===== config.mk =====
export PLATFORM = sky130hd
export DESIGN_NAME = packet_deframer
export DESIGN_NICKNAME = d
export VERILOG_FILES = /design/src/rtl/packet_deframer.sv
export SDC_FILE = /design/constraint.sdc
export NUM_CORES = 1
export LEC_CHECK = 0
export BUFFER_PORTS_ARGS = -buffer_cell sky130_fd_sc_hd__buf_4
export CAP_MARGIN = 5
export CORE_MARGIN = 2
export CORE_UTILIZATION = 58
export CTS_BUF_LIST = sky130_fd_sc_hd__clkbuf_16
export CTS_CLUSTER_SIZE = 24
export DETAILED_ROUTE_END_ITERATION = 16
export PLACE_DENSITY = 0.89
export REMOVE_ABC_BUFFERS = 1
export SYNTH_ARGS = -nofsm -noshare
export SYNTH_HDL_FRONTEND = slang
export SYNTH_SLANG_ARGS = --single-unit

===== constraint.sdc =====
create_clock -name clk -period 2.9 [get_ports clk]
set_clock_uncertainty 0.2 [all_clocks]
set_input_delay 0.145 -clock clk [delete_from_list [all_inputs] [get_ports clk]]
set_output_delay 0.145 -clock clk [all_outputs]
set_load 0.005 [all_outputs]

===== src/rtl/packet_deframer.sv =====
// Bit-serial packet deframer: hunts for a sync preamble, then collects
// indexed byte fields into slots and emits the packet once every slot is filled.
module packet_deframer #(
   parameter int                         PACKET_WIDTH    = 4,
   parameter int                         INDEX_WIDTH     = 2,
   parameter int                         PREAMBLE_LENGTH = 8,
   parameter logic [PREAMBLE_LENGTH-1:0] PREAMBLE        = 8'hD5,
   parameter int                         TIMEOUT         = 64
) (
   input  logic                      clk,
   input  logic                      rst_n,
   input  logic                      bit_in,
   input  logic                      bit_valid,
   output logic [8*PACKET_WIDTH-1:0] packet_out,
   output logic                      packet_valid,
   output logic                      err_index,
   output logic                      err_dup,
   output logic                      err_timeout,
   output logic                      locked
);

   localparam int FIELD_WIDTH = INDEX_WIDTH + 8;
   localparam int BIT_CNT_W   = $clog2(FIELD_WIDTH);
   localparam int FIELD_CNT_W = $clog2(PACKET_WIDTH + 1);
   localparam int IDLE_CNT_W  = $clog2(TIMEOUT + 1);

   typedef enum logic {HUNT, FIELD} state_t;

   state_t                    state, state_next;
   logic [PREAMBLE_LENGTH-1:0] pre_reg, hunt_shift;
   logic [FIELD_WIDTH-1:0]    field_reg, field_shift;
   logic [BIT_CNT_W-1:0]      bit_cnt;
   logic [FIELD_CNT_W-1:0]    field_cnt;
   logic [IDLE_CNT_W-1:0]     idle_cnt;
   logic [PACKET_WIDTH-1:0]   seen, seen_next;
   logic [8*PACKET_WIDTH-1:0] slots, slots_next;
   logic [31:0]               idx_ext;
   logic                      pre_hit, last_bit, idx_bad, seen_hit, dup;
   logic                      write_ok, done, timeout, leave_field;

   assign hunt_shift  = {pre_reg[PREAMBLE_LENGTH-2:0], bit_in};
   assign field_shift = {field_reg[FIELD_WIDTH-2:0], bit_in};
   assign idx_ext     = 32'(field_shift[FIELD_WIDTH-1:8]);

   assign pre_hit  = (state == HUNT) && bit_valid && (hunt_shift == PREAMBLE);
   assign last_bit = (state == FIELD) && bit_valid && (bit_cnt == BIT_CNT_W'(FIELD_WIDTH - 1));
   assign idx_bad  = last_bit && (idx_ext >= 32'(PACKET_WIDTH));
   assign dup      = last_bit && !idx_bad && seen_hit;
   assign write_ok = last_bit && !idx_bad && !seen_hit;
   assign done     = write_ok && (field_cnt == FIELD_CNT_W'(PACKET_WIDTH - 1));
   assign timeout  = (state == FIELD) && !bit_valid && (idle_cnt == IDLE_CNT_W'(TIMEOUT - 1));
   assign locked   = (state == FIELD);

   // NOTE: every variable written in an always_comb gets a default first so no latch is inferred.
   always_comb begin : seen_lookup
      seen_hit = 1'b0;
      for (int i = 0; i < PACKET_WIDTH; i++)
         if (idx_ext == 32'(i)) seen_hit = seen[i];
   end

   always_comb begin : slot_write
      slots_next = slots;
      seen_next  = seen;
      if (write_ok)
         for (int i = 0; i < PACKET_WIDTH; i++)
            if (idx_ext == 32'(i)) begin
               slots_next[8*i +: 8] = field_shift[7:0];
               seen_next[i]         = 1'b1;
            end
   end

   always_comb begin : next_state
      state_next = state;
      case (state)
         HUNT:    if (pre_hit) state_next = FIELD;
         FIELD:   if (idx_bad || dup || done || timeout) state_next = HUNT;
         default: state_next = HUNT;
      endcase
   end

   assign leave_field = (state == FIELD) && (state_next == HUNT);

   // NOTE: sequential state uses non-blocking assignments so all flops update from pre-edge values.
   always_ff @(posedge clk or negedge rst_n) begin : state_reg
      if (!rst_n) state <= HUNT;
      else        state <= state_next;
   end

   // NOTE: the slot storage is reset too, so an aborted-then-reset block never exposes stale bytes.
   always_ff @(posedge clk or negedge rst_n) begin : datapath
      if (!rst_n) begin
         pre_reg      <= '0;
         field_reg    <= '0;
         bit_cnt      <= '0;
         field_cnt    <= '0;
         idle_cnt     <= '0;
         seen         <= '0;
         slots        <= '0;
         packet_out   <= '0;
         packet_valid <= 1'b0;
         err_index    <= 1'b0;
         err_dup      <= 1'b0;
         err_timeout  <= 1'b0;
      end else begin
         packet_valid <= done;
         err_index    <= idx_bad;
         err_dup      <= dup;
         err_timeout  <= timeout;
         if (state == HUNT) begin
            if (bit_valid) pre_reg <= hunt_shift;
            if (pre_hit) begin
               field_reg <= '0;
               bit_cnt   <= '0;
               field_cnt <= '0;
               idle_cnt  <= '0;
               seen      <= '0;
            end
         end else if (leave_field) begin
            // Hunting restarts from an empty window after any frame end.
            pre_reg <= '0;
            if (done) begin
               slots      <= slots_next;
               packet_out <= slots_next;
            end
         end else if (bit_valid) begin
            idle_cnt  <= '0;
            field_reg <= field_shift;
            bit_cnt   <= last_bit ? '0 : bit_cnt + 1'b1;
            if (write_ok) begin
               slots     <= slots_next;
               seen      <= seen_next;
               field_cnt <= field_cnt + 1'b1;
            end
         end else begin
            idle_cnt <= idle_cnt + 1'b1;
         end
      end
   end

endmodule


Word level (Yosys, flattened, before mapping)
Index checks and enable logic that the tools add are counted.
{"block": "classes", "n_addsub": 3, "n_mul": 0, "div_mod_pow": 0, "order_cmp": 1, "n_eq_ne": 16, "shift": 0, "muxes": 45, "bitwise_logic": 2, "reduce_logical": 33}
{"cell": "two-way mux 32 bit", "n": 5}
{"cell": "two-way mux 7 bit", "n": 7}
{"cell": "two-way mux 4 bit", "n": 9}
{"cell": "two-way mux 9 bit", "n": 4}
{"cell": "zero test 32 bit", "n": 1}
{"cell": "two-way mux 8 bit", "n": 4}
{"cell": "AND reduction 5 bit", "n": 4}
{"cell": "two-way mux 3 bit", "n": 5}
{"cell": "logical AND 1 bit", "n": 12}
{"cell": "inequality test 2 x 1 -> 1 bit, second input constant", "n": 6}
{"cell": "two-way mux 1 bit", "n": 10}
{"cell": "equality test 8 bit, second input constant", "n": 1}
{"cell": "AND reduction 4 bit", "n": 2}
{"cell": "nonzero test 2 bit", "n": 4}
{"cell": "adder 7 x 1 -> 7 bit, second input constant", "n": 1}
{"cell": "equality test 7 x 6 -> 1 bit, second input constant", "n": 1}
{"cell": "inequality test 2 bit, second input constant", "n": 3}
{"cell": "AND reduction 3 bit", "n": 2}
{"cell": "adder 4 x 1 -> 4 bit, second input constant", "n": 1}
{"cell": "equality test 2 bit, second input constant", "n": 2}
{"cell": "equality test 4 bit, second input constant", "n": 1}
{"cell": "AND reduction 2 bit", "n": 2}
{"cell": "adder 3 x 1 -> 3 bit, second input constant", "n": 1}
{"cell": "equality test 3 x 2 -> 1 bit, second input constant", "n": 1}
{"cell": "other kinds (6)", "n": 11}
{"block": "totals", "regBits": 103, "latchBits": 0, "mem_bits_rw": 0, "romBits": 0, "output_inout_bits": 37, "word_cells": 116, "n_memories": 0}

Depth between registers and ports, before layout
Gate-level depths: netlist of the first run.
{"block": "logic_depth", "ltp_word": 16, "ltp_mapped": 8}

Worst setup path after synthesis of the first run
OpenSTA, ideal clock, no wires.
{"block": "synth_path", "path_type": "flip-flop to flip-flop", "from": "register field_reg[7]", "to": "register bit_cnt[3]", "arrival_ns": 2.028, "t_required_ns": 2.579, "path_slack_ns": 0.551, "path_stages_with_launch": 7, "path_buffers": 2, "period_less_slack_ns": 2.349, "path_cell_list": "dfrtp_1 clkbuf_1 mux2_1 or3b_1 a311o_1 buf_2 a22o_1"}
{"block": "synth_via", "elab_chain_cells": 16}
{"element": "from (decl)", "line_no": "31", "text": "logic [FIELD_WIDTH-1:0] field_reg, field_shift;"}
{"element": "from (signal assigned)", "line_no": "127", "text": "field_reg <= field_shift;"}
{"element": "zero test 32 bit", "line_no": "58", "text": "if (idx_ext == 32'(i)) seen_hit = seen[i];"}
{"element": "two-way mux 1 bit (4 in series)", "line_no": "58"}
{"element": "zero test 1 bit", "line_no": "49", "text": "assign write_ok = last_bit && !idx_bad && !seen_hit;"}
{"element": "logical AND 1 bit", "line_no": "49"}
{"element": "logical AND 1 bit", "line_no": "50", "text": "assign done = write_ok && (field_cnt == FIELD_CNT_W'(PACKET_WIDTH - 1));"}
{"element": "logical OR 1 bit (*) (2 in series)", "line_no": "76", "text": "FIELD: if (idx_bad || dup || done || timeout) state_next = HUNT;"}
{"element": "two-way mux 1 bit (*)", "line_no": "76"}
{"element": "one-hot mux 1 bit (2 select lines) (*)", "line_no": "74", "text": "case (state)"}
{"element": "inverter 1 bit (*)", "line_no": "81", "text": "assign leave_field = (state == FIELD) && (state_next == HUNT);"}
{"element": "logical AND 1 bit (*)", "line_no": "81"}
{"element": "inequality test 2 bit (no line) (*)"}
{"element": "AND reduction 3 bit (no line) (*)"}
{"element": "to (signal assigned)", "line_no": "128", "text": "bit_cnt <= last_bit ? '0 : bit_cnt + 1'b1;"}
{"element": "to (decl)", "line_no": "32", "text": "logic [BIT_CNT_W-1:0] bit_cnt;"}
Every way passes the cells marked *; elsewhere a longest branch is shown, timed or not.
A chain may end at the register's enable or synchronous reset.

Worst setup path after layout of the first run
{"block": "layout_path", "from": "input port bit_valid", "to": "register packet_out[8]"}
{"block": "layout_via", "elab_chain_cells": 14}
{"element": "from (decl)", "line_no": "13", "text": "input logic bit_valid,"}
{"element": "logical AND 1 bit (2 in series)", "line_no": "46", "text": "assign last_bit = (state == FIELD) && bit_valid && (bit_cnt == BIT_CNT_W'(FIELD_WIDTH - 1));"}
{"element": "logical AND 1 bit", "line_no": "47", "text": "assign idx_bad = last_bit && (idx_ext >= 32'(PACKET_WIDTH));"}
{"element": "zero test 1 bit", "line_no": "48, 49"}
{"element": "logical AND 1 bit", "line_no": "48, 49"}
{"element": "logical AND 1 bit (on tied branches)", "line_no": "48, 49"}
{"element": "logical OR 1 bit / logical AND 1 bit (equally long branches)", "line_no": "76, 50"}
{"element": "logical OR 1 bit (2 in series)", "line_no": "76"}
{"element": "two-way mux 1 bit", "line_no": "76"}
{"element": "one-hot mux 1 bit (2 select lines)", "line_no": "74"}
{"element": "inverter 1 bit", "line_no": "81"}
{"element": "logical AND 1 bit", "line_no": "81"}
{"element": "AND reduction 3 bit (no line)"}
{"element": "to (signal assigned)", "line_no": "123", "text": "packet_out <= slots_next;"}
{"element": "to (decl)", "line_no": "14", "text": "output logic [8*PACKET_WIDTH-1:0] packet_out,"}
Parallel ways exist; a longest one is shown, timed or not.

==> results of run 1 <==
layout make-up:
class	instances	area, um2	area share, %
Tap cell	99	123.9	2.449
Multi-Input combinational cell	173	1664	32.90
Timing Repair Buffer	49	400.4	7.915
Clock inverter	6	62.56	1.237
Sequential cell	102	2552	50.46
Clock buffer	9	225.2	4.452
Inverter	8	30.03	0.5936
synthesized netlist by cell type, drive strengths merged, types with 2 or more instances:
library cell  count  share of area (%)
or4b              2               0.46
clkbuf            5               0.43
mux2i             3               0.69
ha                5                1.4
nand2b            4               0.58
and3              4               0.58
a22o             19                3.8
nand2            14                1.2
o31ai             2               0.35
a31oi             2               0.29
a21o              2               0.35
nor2              3               0.26
or3               3               0.43
buf              10                1.5
inv               8               0.69
o21ai             6               0.69
dfrtp           102                 59
nand3            14                1.6
and2b             2               0.35
mux2             68                 21
a31o              3               0.61
a21oi             3               0.35
or4               2               0.35
repair_timing:
action,4_1_cts,5_1_grt
buffers inserted,0,0
gates resized for setup,0,0
endpoints found under the hold margin,71,0
hold buffers,3,0
stage by stage:
| step | std cells | utilization [%] | total power [W] |
|---|---|---|---|
| after CTS | 446 | 69.74 | 0.002783 |
| final | 446 | 69.74 | 0.002772 |
| after global placement | 428 | 65.36 | 0.001610 |
| after detailed placement | 428 | 65.36 | 0.001621 |
| after global routing | 446 | 69.74 | 0.002855 |
| after floorplan | 283 | - | 0.001561 |
cells in the final DEF, fill, tap and decap left out, types with 2 or more instances in the layout:
cell	Yosys	final
dlygate4sd3_1	0	3
a21o_1	2	2
a22o_1	19	19
a21oi_1	3	3
o21ai_0	6	6
or3_1	3	3
nand3_1	14	14
a31oi_1	2	2
nand2b_1	4	4
mux2i_1	3	3
o31ai_1	2	2
dfrtp_1	102	102
mux2_4	40	40
buf_12	0	2
and3_1	4	4
mux2_2	25	25
mux2_1	3	3
ha_1	5	5
or4b_1	2	2
a31o_1	3	3
and2b_1	2	2
nor2_1	3	3
or4_1	2	2
inv_2	2	2
buf_4	1	44
nand2_1	14	14
inv_1	6	6
clkbuf_16	0	9
clkinv_1	0	2
power by group through the flow:
stage / Sequential (W) / Combinational [W] / Clock, W
2_1_floorplan: 0.00150 / 0.0000589 / 0
3_3_place_gp: 0.00151 / 0.000104 / 0
3_5_place_dp: 0.00151 / 0.000112 / 0
4_1_cts: 0.00148 / 0.000118 / 0.00118
5_1_grt: 0.00149 / 0.000130 / 0.00124
6_report: 0.00148 / 0.000115 / 0.00117
cell families after synthesis:
kind of cell               after synthesis
other                                    1
buffers and inverters                   23
and+or+nand+nor                         57
muxes                                   71
DFF                                    102
AOI/OAI and AO/OA                       39
adders and majority gates                5
final timing paths:
kind,cells past startpoint,startpoint,endpoint,slack (ns)
max in group asynchronous,3,rst_n,packet_out[15],1.57
hold / removal,2,rst_n,err_timeout,0.23
setup reg to reg,6,bit_cnt[1],packet_out[8],0.24
hold reg to reg,1,slots[26],slots[26],0.29
setup / recovery,7,bit_valid,packet_out[8],0.21
min in group clk,1,slots[26],slots[26],0.29
worst register-to-register path, delay by kind of cell, from the launching register on:
kind          cells  cell delay [ns]
buf+inv           1             0.07
flops             1             0.42
fa+ha+maj         1             0.20
simple gates      2             0.97
mux               2             0.68
layer usage:
| layer | part of all wire [%] | global-route usage, % | vias up |
|---|---|---|---|
| met3 | 3.9 | 5.509 | 13 |
| met1 | 44 | 29.06 | 1326 |
| met4 | 1.8 | 7.692 | 0 |
| met2 | 50 | 36.34 | 75 |
| met5 | 0 | 0 | - |
| li1 | - | - | 1167 |
==> impl_metrics.py, run 1 <==
metrics = {
    "timing": {
        "setup_viol": 0,
        "relSlewSlack_pct": 47.23,
        "fmaxAchievable_mhz": 371.9,
        "post-route-period-util_pct": 92.73,
        "worstMarginPinSlew_ns": 0.7915,
        "timing.final.crit_period_ns": 2.689,
        "fin_ws_ns": 0.2109,
        "setup_tns_ns": 0,
        "hold-worst-slack_ns": 0.2289,
        "rsz0062_at_grt": "no",
        "finalHoldViolCount": 0,
        "slew_violations": 0,
    },
    "synth": {
        "syn_area_mm2": 0.004330,
        "synth_top_family_by_area": "multiplexers",
        "synth_cell_type_count": 40,
        "synthMuxAreaShare_pct": 21.84,
        "synthCells": 298,
        "yosys.area_share.xor_xnor_pct": 0,
        "ys_warn_count": 0,
        "synth-seq-area-share_pct": 58.94,
        "synthAdderAreaFrac_pct": 1.445,
        "synth_flop_cell": "dfrtp_1",
        "synth_edf_count": 0,
        "synth-simple-area-share_pct": 8.119,
        "ys_seq_elements": 102,
        "synth.avg_cell_area_um2": 14.53,
        "async_reset_ff_share_pct": 100.0,
        "synth_compound_area_share_pct": 6.934,
    },
    "placed_design": {
        "io_buffers": 39,
        "routabilityCongestion": 0.8346,
        "dp.final_hpwl_um": 5289,
        "dpl_cell_area_mm2": 0.004741,
        "pre_cts_ws_ns": 0.2730,
    },
    "final_layout": {
        "fillers": 440,
        "syn_to_final_growth_pct": 16.82,
        "fin_area_mm2": 0.005059,
        "antenna_cells": 0,
        "drive_gt1_share_pct": 37.46,
        "fin_nets": 352,
    },
    "clock_tree": {
        "cts_buffers": 9,
        "cts-root-buf": "clkbuf_16",
        "cts_buffer_depth": 2,
        "cts_tree": "yes",
        "path_clk_slew_ns": 0.07,
        "cts-htree-levels": 3,
        "clk_latency_ns": 0.34,
        "cts_sinks": 102,
    },
    "power": {
        "intPower_w": 0.002164,
        "powerDensity_mw_per_mm2": 547.9,
        "comb_power_share_pct": 4.1,
        "power.leakage_nw": 2.671,
        "switching_share_pct": 21.94,
        "switchingPower_w": 0.0006080,
        "pwr-share-clk_pct": 42.3,
        "vdd_ir_drop_max_mv": 0.3918,
        "power.share.sequential_pct": 53.6,
    },
    "global_route": {
        "grt_overflow": 0,
        "grt_pass1_vias": 2694,
        "grt_usage_pct": 22.15,
        "grt_antenna_before_repair": 0,
        "grt_pass1_wl_um": 14110,
        "grt_max_degree": 63,
    },
    "routing": {
        "post_drt_wl_per_cell_um": 18.79,
        "viasPerCell": 5.787,
        "ant_nets": 0,
        "drc": 0,
        "first_pass_iters": 4,
        "wl_um": 8382,
        "drt_iter0_drc": 268,
        "vias": 2581,
    },
    "die": {
        "die_area_mm2": 0.008173,
        "die_h_um": 90.41,
        "core_area_mm2": 0.007253,
        "die_w_um": 90.41,
        "initial_core_util_pct": 59.70,
        "row_count": 31,
        "io_pins": 41,
    },
    "flow_run": {
        "maxCapViolations": 0,
    },
    "setup_path": {
        "end_kind": "flip-flop",
        "crit_path_frequent_cell": "mux2_4",
        "path_buf_inv": 2,
        "crit_path_cell_trace": "dlygate4sd3_1, buf_4, and2b_1, nand4_4, or4b_1, mux2_4, mux2_4",
        "arrival_ns": 2.71,
        "timing_worst_setup_path_type": "in -> reg",
        "cp_data_required_time_ns": 2.92,
        "cp_slowest_cell": "or4b_1",
        "critPathMaxFanout": 9,
        "cpPeakStageDelay_ns": 0.82,
        "cp_top_family": "simple AND/OR/NAND/NOR gates",
        "cp-start-kind": "primary input",
    },
    "hold_path": {
        "hold_class": "in -> async",
    },
    "outcome": {
        "outcome": "completed",
    },
}
Note: power is estimated with default switching activity, not from simulation.
==> inputs of run 2 (changes only) <==
--- a/config.mk
+++ b/config.mk
@@ -7,12 +7,13 @@
 export LEC_CHECK = 0
 export BUFFER_PORTS_ARGS = -buffer_cell sky130_fd_sc_hd__buf_4
 export CAP_MARGIN = 5
+export CORE_ASPECT_RATIO = 0.7
 export CORE_MARGIN = 2
-export CORE_UTILIZATION = 58
+export CORE_UTILIZATION = 63
 export CTS_BUF_LIST = sky130_fd_sc_hd__clkbuf_16
 export CTS_CLUSTER_SIZE = 24
 export DETAILED_ROUTE_END_ITERATION = 16
-export PLACE_DENSITY = 0.89
+export PLACE_DENSITY = 0.95
 export REMOVE_ABC_BUFFERS = 1
 export SYNTH_ARGS = -nofsm -noshare
 export SYNTH_HDL_FRONTEND = slang
==> constraint.sdc (replaced) <==
create_clock -name clk -period 3.3 [get_ports clk]
set_clock_uncertainty 0.2 [all_clocks]
set_input_delay 0.165 -clock clk [delete_from_list [all_inputs] [get_ports clk]]
set_output_delay 0.165 -clock clk [all_outputs]
set_load 0.005 [all_outputs]
==> impl_metrics.py, run 2 (same netlist as run 1, synthesis figures left out) <==
metrics = {
    "outcome": {
        "outcome": "completed",
    },
    "routing": {
        "first_pass_iters": 8,
        "ant_nets": 0,
        "drc": 0,
        "viasPerCell": 6.048,
        "post_drt_wl_per_cell_um": 20.22,
        "drt_iter0_drc": 295,
        "wl_um": 8917,
        "vias": 2667,
    },
    "clock_tree": {
        "cts_buffer_depth": 2,
        "cts_resized": 0,
        "cts_buffers": 9,
        "cts-htree-levels": 3,
        "clk_latency_ns": 0.34,
        "cts_setup_buffers": 0,
        "cts_tree": "yes",
        "cts-root-buf": "clkbuf_16",
        "ctsHoldBuffers": 3,
        "cts_sinks": 102,
        "path_clk_slew_ns": 0.07,
    },
    "power": {
        "vdd_ir_drop_max_mv": 0.3445,
        "power.leakage_nw": 2.657,
        "powerDensity_mw_per_mm2": 477.0,
    },
    "timing": {
        "setup_viol": 0,
        "worstMarginPinSlew_ns": 0.9950,
        "slew_violations": 0,
        "relSlewSlack_pct": 33.66,
        "post-route-period-util_pct": 83.15,
        "hold-worst-slack_ns": 0.2955,
        "setup_tns_ns": 0,
        "timing.final.crit_period_ns": 2.744,
        "fmaxAchievable_mhz": 364.4,
        "finalHoldViolCount": 0,
        "rsz0062_at_grt": "no",
    },
    "die": {
        "die_area_mm2": 0.007564,
        "die_w_um": 103.1,
        "row_count": 25,
        "core_area_mm2": 0.006694,
        "die_h_um": 73.37,
        "io_pins": 41,
        "initial_core_util_pct": 64.69,
    },
    "final_layout": {
        "drive_gt1_share_pct": 37.75,
        "post-route-util_pct": 75.01,
        "syn_to_final_growth_pct": 15.95,
        "fin_nets": 351,
        "final_cell_mix": "dfrtp_1 (102), buf_4 (44), mux2_4 (40)",
        "antenna_cells": 0,
        "multi_input_area_mm2": 0.001664,
        "sequential_cell_area_mm2": 0.002552,
        "final_common_cell": "dfrtp_1",
        "fillers": 419,
    },
    "global_route": {
        "grt_max_degree": 80,
        "grt_usage_pct": 25.44,
        "grt_antenna_before_repair": 0,
        "grt_overflow": 0,
        "grt_pass1_vias": 2702,
        "grt_pass1_wl_um": 14170,
    },
    "hold_path": {
        "hold_class": "reg -> reg",
        "holdPathStages": 1,
    },
    "setup_path": {
        "end_kind": "flip-flop",
        "ff2ff_path_depth": 5,
        "timing_worst_setup_path_type": "in -> reg",
        "crit_path_cell_trace": "dlygate4sd3_1, buf_4, and2b_1, nand4_4, or4b_1, mux2_4, mux2_4",
        "cp-start-kind": "primary input",
        "crit_path_frequent_cell": "mux2_4",
        "cpPeakStageDelay_ns": 0.82,
        "cp_slowest_cell": "or4b_1",
        "cp_data_required_time_ns": 3.33,
        "critPathMaxFanout": 9,
        "arrival_ns": 2.78,
    },
    "placed_design": {
        "dp.final_hpwl_um": 5491,
        "routabilityCongestion": 0.8277,
        "io_buffers": 39,
    },
    "flow_run": {
        "maxCapViolations": 0,
    },
}
[run 2: cell count changes in the layout (fill, tap and decap cells not counted)]
cell	delta
bufinv_16	-1
inv_6	-1
clkinv_1	-2
clkinv_2	+1
buf_12	-1
clkinvlp_4	+2
inv_8	+1
inv_1	+1
[run 2: layer usage]
layer / track usage, % / wire (um)
met3: 7.326 / 606
met5: 0 / 0
met4: 10.53 / 306
met1: 34.87 / 3852
met2: 38.67 / 4151
[run 2: worst paths after layout]
check                      startpoint        endpoint  slack (ns)
max in group asynchronous       rst_n       slots[19]        1.78
setup reg to reg           bit_cnt[2]  packet_out[13]        0.61
setup / recovery            bit_valid  packet_out[13]        0.56
hold reg to reg             slots[24]       slots[24]        0.30
hold / removal              slots[24]       slots[24]        0.30
min in group asynchronous       rst_n        slots[6]        0.33
[run 2: area by class of cell]
class | count | area share, %
timing repair buffer | 48 | 7.575
clock buffer | 9 | 4.485
clock inverter | 7 | 1.022
inverter | 8 | 0.5981
tap | 94 | 2.342
multi-input combinational | 173 | 33.14
sequential | 102 | 50.83
[run 2: critical path: cells and delay by family]
family	cells	cell delay (ns)
buffers and inverters	2	0.71
multiplexers	2	0.68
AND/OR/NAND/NOR	3	1.20
[run 2: report_power, final]
group,switching [W],internal (W)
sequential,0.0000289,0.00128
combinational,0.0000607,0.0000401
clock,0.000474,0.000514
[run 2: through the flow]
stage	cell area (um2)	cells	power, W	setup WS, ns
2_1_floorplan	4247	283	0.001372	0.8911
3_3_place_gp	4715	422	0.001414	0.7640
3_5_place_dp	4715	422	0.001423	0.6601
4_1_cts	5021	441	0.002399	0.6030
5_1_grt	5021	441	0.002461	0.5061
6_report	5021	441	0.002395	0.5559
